`src/rtl/slave_rd_arbiter.sv`:
```
// Round-robin read arbiter in front of slave_device: one packet (2 header bytes + LEN payload) per grant.
// Optional header sequence checking is built when the HDR_CHECK_EN macro is defined.
module slave_rd_arbiter #(
   parameter int unsigned ADDR_W   = 16,
   parameter int unsigned DATA_W   = 8,
   parameter int unsigned MAX_LEN  = 254,
   parameter int unsigned RD_LAT   = 2,
   parameter int unsigned HDR_STEP = 1
) (
   input  logic              clk,
   input  logic              rst_l,
   input  logic [1:0]        req,
   input  logic [7:0]        req_len0,
   input  logic [7:0]        req_len1,
   output logic [1:0]        gnt,
   output logic              ram_rd_rq,
   output logic [ADDR_W-1:0] rd_addr,
   input  logic [DATA_W-1:0] data_i,
   output logic [DATA_W-1:0] rsp_data,
   output logic [1:0]        rsp_valid,
   output logic              rsp_last,
   output logic              busy,
   output logic              hdr_err
);

   localparam logic [7:0] MaxLen = 8'((MAX_LEN > 255) ? 255 : MAX_LEN);

   typedef enum logic [1:0] {StIdle, StIssue, StDrain} state_e;

   state_e            state_q, state_d;
   logic [1:0]        gnt_q, gnt_d;
   logic [7:0]        len_q, len_d;
   logic [ADDR_W-1:0] cnt_q, cnt_d;
   logic              rr_ptr_q, rr_ptr_d;
   logic [RD_LAT-1:0] vld_pipe_q, last_pipe_q;

   logic              issue, issue_last, beat, beat_last;
   logic [ADDR_W-1:0] last_addr;
   logic [1:0]        win;
   logic [7:0]        sel_len;

   assign last_addr  = ADDR_W'(len_q) + ADDR_W'(1);
   assign issue      = (state_q == StIssue);
   assign issue_last = issue && (cnt_q == last_addr);
   assign beat       = vld_pipe_q[RD_LAT-1];
   assign beat_last  = beat & last_pipe_q[RD_LAT-1];

   // On a tie rr_ptr_q names the requester that goes first.
   always_comb begin
      win = 2'b00;
      unique case (req)
         2'b01:   win = 2'b01;
         2'b10:   win = 2'b10;
         2'b11:   win = rr_ptr_q ? 2'b10 : 2'b01;
         default: win = 2'b00;
      endcase
   end

   assign sel_len = win[1] ? req_len1 : req_len0;

   always_comb begin
      state_d  = state_q;
      gnt_d    = gnt_q;
      len_d    = len_q;
      cnt_d    = cnt_q;
      rr_ptr_d = rr_ptr_q;
      unique case (state_q)
         StIdle: begin
            if (|req) begin
               gnt_d   = win;
               len_d   = (sel_len > MaxLen) ? MaxLen : sel_len;
               cnt_d   = '0;
               state_d = StIssue;
            end
         end
         StIssue: begin
            cnt_d = cnt_q + ADDR_W'(1);
            if (issue_last) state_d = StDrain;
         end
         StDrain: begin
            if (beat_last) begin
               gnt_d    = 2'b00;
               rr_ptr_d = gnt_q[0];
               state_d  = StIdle;
            end
         end
         default: state_d = StIdle;
      endcase
   end

   always_ff @(posedge clk or negedge rst_l) begin
      if (!rst_l) begin
         state_q  <= StIdle;
         gnt_q    <= 2'b00;
         len_q    <= '0;
         cnt_q    <= '0;
         rr_ptr_q <= 1'b0;
      end else begin
         state_q  <= state_d;
         gnt_q    <= gnt_d;
         len_q    <= len_d;
         cnt_q    <= cnt_d;
         rr_ptr_q <= rr_ptr_d;
      end
   end

   // Return-path tags travel RD_LAT stages so they line up with data_i.
   always_ff @(posedge clk or negedge rst_l) begin
      if (!rst_l) begin
         vld_pipe_q  <= '0;
         last_pipe_q <= '0;
      end else begin
         vld_pipe_q[0]  <= issue;
         last_pipe_q[0] <= issue_last;
         for (int i = 1; i < int'(RD_LAT); i++) begin
            vld_pipe_q[i]  <= vld_pipe_q[i-1];
            last_pipe_q[i] <= last_pipe_q[i-1];
         end
      end
   end

   assign ram_rd_rq = issue;
   assign rd_addr   = issue ? cnt_q : '0;
   assign gnt       = gnt_q;
   assign rsp_valid = {2{beat}} & gnt_q;
   assign rsp_last  = beat_last;
   assign rsp_data  = beat ? data_i : '0;
   assign busy      = (state_q != StIdle);

`ifdef HDR_CHECK_EN
   localparam int unsigned HdrW = 2 * DATA_W;

   logic [1:0]        bidx_q;
   logic [DATA_W-1:0] hdr_hi_q;
   logic [HdrW-1:0]   hdr_prev_q;
   logic              hdr_seen_q;
   logic [HdrW-1:0]   hdr_cur;

   assign hdr_cur = {hdr_hi_q, data_i};

   always_ff @(posedge clk or negedge rst_l) begin
      if (!rst_l) begin
         bidx_q     <= 2'd0;
         hdr_hi_q   <= '0;
         hdr_prev_q <= '0;
         hdr_seen_q <= 1'b0;
      end else begin
         if (state_q == StIdle) begin
            bidx_q <= 2'd0;
         end else if (beat && (bidx_q != 2'd2)) begin
            bidx_q <= bidx_q + 2'd1;
         end
         if (beat && (bidx_q == 2'd0)) hdr_hi_q <= data_i;
         if (beat && (bidx_q == 2'd1)) begin
            hdr_prev_q <= hdr_cur;
            hdr_seen_q <= 1'b1;
         end
      end
   end

   assign hdr_err = beat && (bidx_q == 2'd1) && hdr_seen_q &&
                    (hdr_cur != hdr_prev_q + HdrW'(HDR_STEP));
`else
   logic unused_hdr_step;
   assign unused_hdr_step = ^HDR_STEP;
   assign hdr_err = 1'b0;
`endif

endmodule

```
`config.mk`:
```
export PLATFORM = sky130hd
export DESIGN_NAME = slave_rd_arbiter
export DESIGN_NICKNAME = d
export VERILOG_FILES = /design/src/rtl/slave_rd_arbiter.sv
export SDC_FILE = /design/constraint.sdc
export NUM_CORES = 1
export LEC_CHECK = 0
export BUFFER_PORTS_ARGS = -buffer_cell sky130_fd_sc_hd__buf_2
export CORE_MARGIN = 2
export CORE_UTILIZATION = 40
export CTS_CLUSTER_DIAMETER = 40
export DETAILED_ROUTE_END_ITERATION = 16
export HOLD_SLACK_MARGIN = 0.06
export MAX_ROUTING_LAYER = met4
export PLACE_DENSITY = 0.74
export SLEW_MARGIN = 10
export SYNTH_ARGS = -nofsm -noshare
export SYNTH_HDL_FRONTEND = slang
export SYNTH_SLANG_ARGS = --single-unit
```
`constraint.sdc`:
```
create_clock -name clk -period 3.9 [get_ports clk]
set_clock_uncertainty 0.05 [all_clocks]
set_input_delay 0.78 -clock clk [delete_from_list [all_inputs] [get_ports clk]]
set_output_delay 0.78 -clock clk [all_outputs]
set_load 0.01 [all_outputs]
```
# After elaboration in Yosys (flattened, before gate mapping)
# Cells that the tools add are included.
[totals] register_bits=33 in_bits=28 elab_cells=46
[op_classes] n_addsub=2 order_cmp=1 n_eq_ne=9 muxes=14 bitwise=2 n_reduce_logical=11
[op_table] cell="$mux W16" n=2
[op_table] cell="$pmux W16 S2" n=1
[op_table] cell="$mux W8" n=3
[op_table] cell="$add A16 B1 Y16 const B" n=1
[op_table] cell="$eq A16 B9 Y1" n=1
[op_table] cell="$pmux W2 S3" n=2
[op_table] cell="$mux W2" n=5
[op_table] cell="$add A8 B1 Y9 const B" n=1
[op_table] cell="$gt A8 B8 Y1 const B" n=1
[op_table] cell="$eq A2 B2 Y1 const B" n=3
[op_table] cell="$reduce_and A2 Y1" n=3
[op_table] cell="$reduce_and A3 Y1" n=2
[op_table] cell="$reduce_bool A2 Y1" n=3
[op_table] cell="$eq A2 B1 Y1 const B" n=2
[op_table] cell="$ne A2 B2 Y1 const B" n=2
[op_table] cell="$pmux W2 S2" n=1
[op_table] cell="$and A2 B2 Y2" n=1
[op_table] cell="$logic_not A2 Y1" n=1
[op_table] cell="$ne A2 B1 Y1 const B" n=1
[op_table] cell="$reduce_or A2 Y1" n=1
[op_table] cell="$and A1 B1 Y1" n=1
[op_table] cell="$logic_and A1 B1 Y1" n=1

# Depth between registers and ports, before layout
[logic_depth] ltp_word=5 mapped_depth=7

# Worst setup path before layout
# OpenSTA, ideal clock, no wires.
[synth_path] path_kind="flip-flop to output port" from="reg state_q[1]" to="out rd_addr[0]" t_arrival_ps=1173 required_ps=3070 path_slack_ps=1897 path_stages_with_launch=6 cell_sequence="dfrtp_1 -> nand2b_1 -> buf_2 -> inv_4 -> clkbuf_1 -> and2_1"
[synth_via] elab_chain_cells=2
[synth_rtl] element="start, declared" line="30" source="state_e state_q, state_d;"
[synth_rtl] element="start signal, assigned" line="93" source="state_q <= StIdle;"
[synth_rtl] element="start signal, assigned" line="99" source="state_q <= state_d;"
[synth_rtl] element="$eq A2 B1 Y1" line="43" source="assign issue = (state_q == StIssue);"
[synth_rtl] element="$mux W16" line="123" source="assign rd_addr = issue ? cnt_q : '0;"
[synth_rtl] element="end, declared" line="17" source="output logic [ADDR_W-1:0] rd_addr,"
# Every way passes these cells.

# Worst setup path after layout
[layout_path] from="reg state_q[1]" to="out rd_addr[2]"
# Same word-level chain as after synthesis.

==> impl_results.md <==
- Outcome: finished, final reports clean
- Maximum vdd ir drop: 0.257 mV
- Die height: 74.1 µm
- Post-synth EDFFs: 0
- Minimum clock period: 2540 ps
- Root buf cell: clkbuf_8
- Fin crit share: 0.650
- Number of H-tree levels: 2
- Synth area leaders: dfrtp_1, and2_1, o21ai_1, mux2i_1, nand2_1
- CTS tree: yes
- Critical Path Source Type: flip-flop
- FFs w/ async S/R, synth: 1.00
- Gpl congestion: 0.876
- Hold Fails Final Rpt: 0
- Sink Count: 33
- Wirelength per Cell: 12.9 µm
- Fmax: 394 MHz
- Area leader, netlist: dfrtp_1
- Reg2reg start: state_q[1]
- Power Density: 645 nW/µm²
- RSZ-0062 raised after global routing: no
- Initial DRC count: 102
- Initial antenna violation count: 0
- Seq/Total Area, Yosys: 0.420
- Vias in the first global route: 1619
- Beginning of the critical path: state_q[1]
- Hold_buf cts: 0
- Final ANT Viol Nets: 0
- Resized Gates After CTS: 0
- Final nets: 308
- CP max FO: 25
- Antenna diodes: 0
- Count of final setup violators: 0
- Port bufs: 58
- DR DRC count: 0
- Top-count cell post-synth: dfrtp_1
- Fin area: 2370 µm²
- DRT Pass-1 Iters: 4
- Placeable Area: 4720 µm²
- Row Count: 25
- Max-cap violations: 0
- Static leakage: 0.00114 µW
- Total track usage: 0.184
- Remaining global-route overflow: 0
- Cell Area, Synth: 1970 µm²
- Synthesized area per cell: 8.79 µm²
- Fillers: 455
- Starting Density: 0.417
- Total power: 1530 µW
- Die W: 74.1 µm
- Postcts setup bufs: 0
- Post-synthesis net count: 254
- TritonCTS buffer count: 5
- Critical Path End Type: output pin
- HP Class: reg -> reg
- Worst r2r path cells: 5
- Share of the synthesized area in the top cell type: 0.420
- Post-synth top cells: dfrtp_1, and2_1, nand2_1
- Worst-Margin Slew: 965 ps
- Share of cells above drive strength 1: 0.252
- R2r setup slk: 2000 ps
- DR vias/cell: 5.04
- Yosys cell types: 41
- Ports: 60
- Synthesized instance count: 224
- Die area: 5500 µm²
- R2r endpoint: cnt_q[15]
- Final max-slew violation count: 0
- Placed Area: 2280 µm²
- Relative slew slack: 0.352
- Worst EP arrival: 1710 ps
- Clk_lat worst skew: 280 ps
- Fin util: 0.502
- Critical path class: reg -> out
- Final HPWL DP: 3.26 mm
- Final wirelength: 4.47 mm
- Critical Path Sink: rd_addr[2]
- WP data required: 3070 ps
- Vias: 1740
- Primary FF master, synth: dfrtp_1
- Setup TNS: 0 ps
- First-pass GRT wire length: 7.51 mm
- Clock-pin slew on the worst setup and hold paths: 60 ps
- Clock tree buffer depth: 2
- Area growth, synth to finish: 20.4%
- #FFs+latches synth: 33
- Synth Warn #: 0
- Largest net degree at the start of global routing: 34
## stage by stage
stage,std cells,worst slack (ps),hold slack (ps)
after floorplan,224,1900,281
after detailed placement,338,1650,287
final,345,1360,299
after global routing,345,1240,302
after CTS,345,1340,302
after global placement,338,1650,286
## flip-flops by register name (all words and copies together), names as in the netlist
name         flops
gnt              2
len_q            8
rr_ptr_q         1
vld_pipe_q       2
state_q          2
last_pipe_q      2
cnt_q           16
## logic make-up after synthesis
kind of cell | count (synthesis) | share of synthesized area
xor+xnor | 12 | 0.0572
simple gates | 111 | 0.301
mux | 11 | 0.0566
other cells | 1 | 0.00191
fa+ha+maj | 2 | 0.0127
buf+inv | 16 | 0.0407
compound gates | 38 | 0.110
flops | 33 | 0.420
## per-layer routing
| layer | up-vias | track usage | share of wire |
|---|---|---|---|
| li1 | 888 | - | - |
| met1 | 803 | 0.227 | 0.45 |
| met2 | 42 | 0.297 | 0.49 |
| met3 | 7 | 0.0461 | 0.046 |
| met4 | 0 | 0.0626 | 0.014 |
| met5 | - | - | 0 |
## report_power, final
part | leakage (µW) | internal (µW) | switching (µW) | total [µW]
combinational | 0.000672 | 304 | 360 | 663
sequential | 0.000425 | 450 | 156 | 606
clock | 0.0000443 | 140 | 119 | 259
## how the worst min path moves through the flow
| stage | startpoint | slack (ps) | endpoint | depth (start not counted) |
|---|---|---|---|---|
| after floorplan | last_pipe_q[0] | 280 | last_pipe_q[1] | 0 |
| after global placement | vld_pipe_q[0] | 290 | vld_pipe_q[1] | 0 |
| after detailed placement | last_pipe_q[0] | 290 | last_pipe_q[1] | 0 |
| after CTS | last_pipe_q[0] | 300 | last_pipe_q[1] | 0 |
| after global routing | last_pipe_q[0] | 300 | last_pipe_q[1] | 0 |
| final | last_pipe_q[0] | 300 | last_pipe_q[1] | 0 |
## placed cells by master (no fill, tap or decap), types with 2 or more instances in the layout
cell | Yosys | final
dfrtp_1 | 33 | 33
clkbuf_8 | 0 | 6
and4_1 | 4 | 4
o21ai_0 | 4 | 4
xnor2_1 | 8 | 8
buf_2 | 2 | 58
nand2b_1 | 2 | 2
nor2_1 | 12 | 12
nand4_1 | 11 | 11
inv_1 | 4 | 4
xor2_1 | 3 | 3
nand2_1 | 25 | 25
and2_1 | 27 | 27
mux2i_1 | 10 | 10
a21oi_1 | 3 | 3
nor3_1 | 4 | 4
o21ai_1 | 23 | 23
nand3_1 | 18 | 18
ha_1 | 2 | 2
or3_1 | 2 | 2
## cell type report
type | instances | area [µm²] | share of cell area
multi-input cells | 175 | 1060 | 0.448
flip-flops and latches | 33 | 826 | 0.348
repair buffers | 58 | 290 | 0.122
clock buffers | 7 | 86.3 | 0.0364
well taps | 67 | 83.8 | 0.0354
inverters | 5 | 21.3 | 0.00898
## critical path: stages (launching register included)
cell and delay (ps):
dfrtp_1 380, nand2b_1 370, inv_4 310, and2_1 210, buf_2 140
Note: power is estimated with default switching activity, not from simulation.
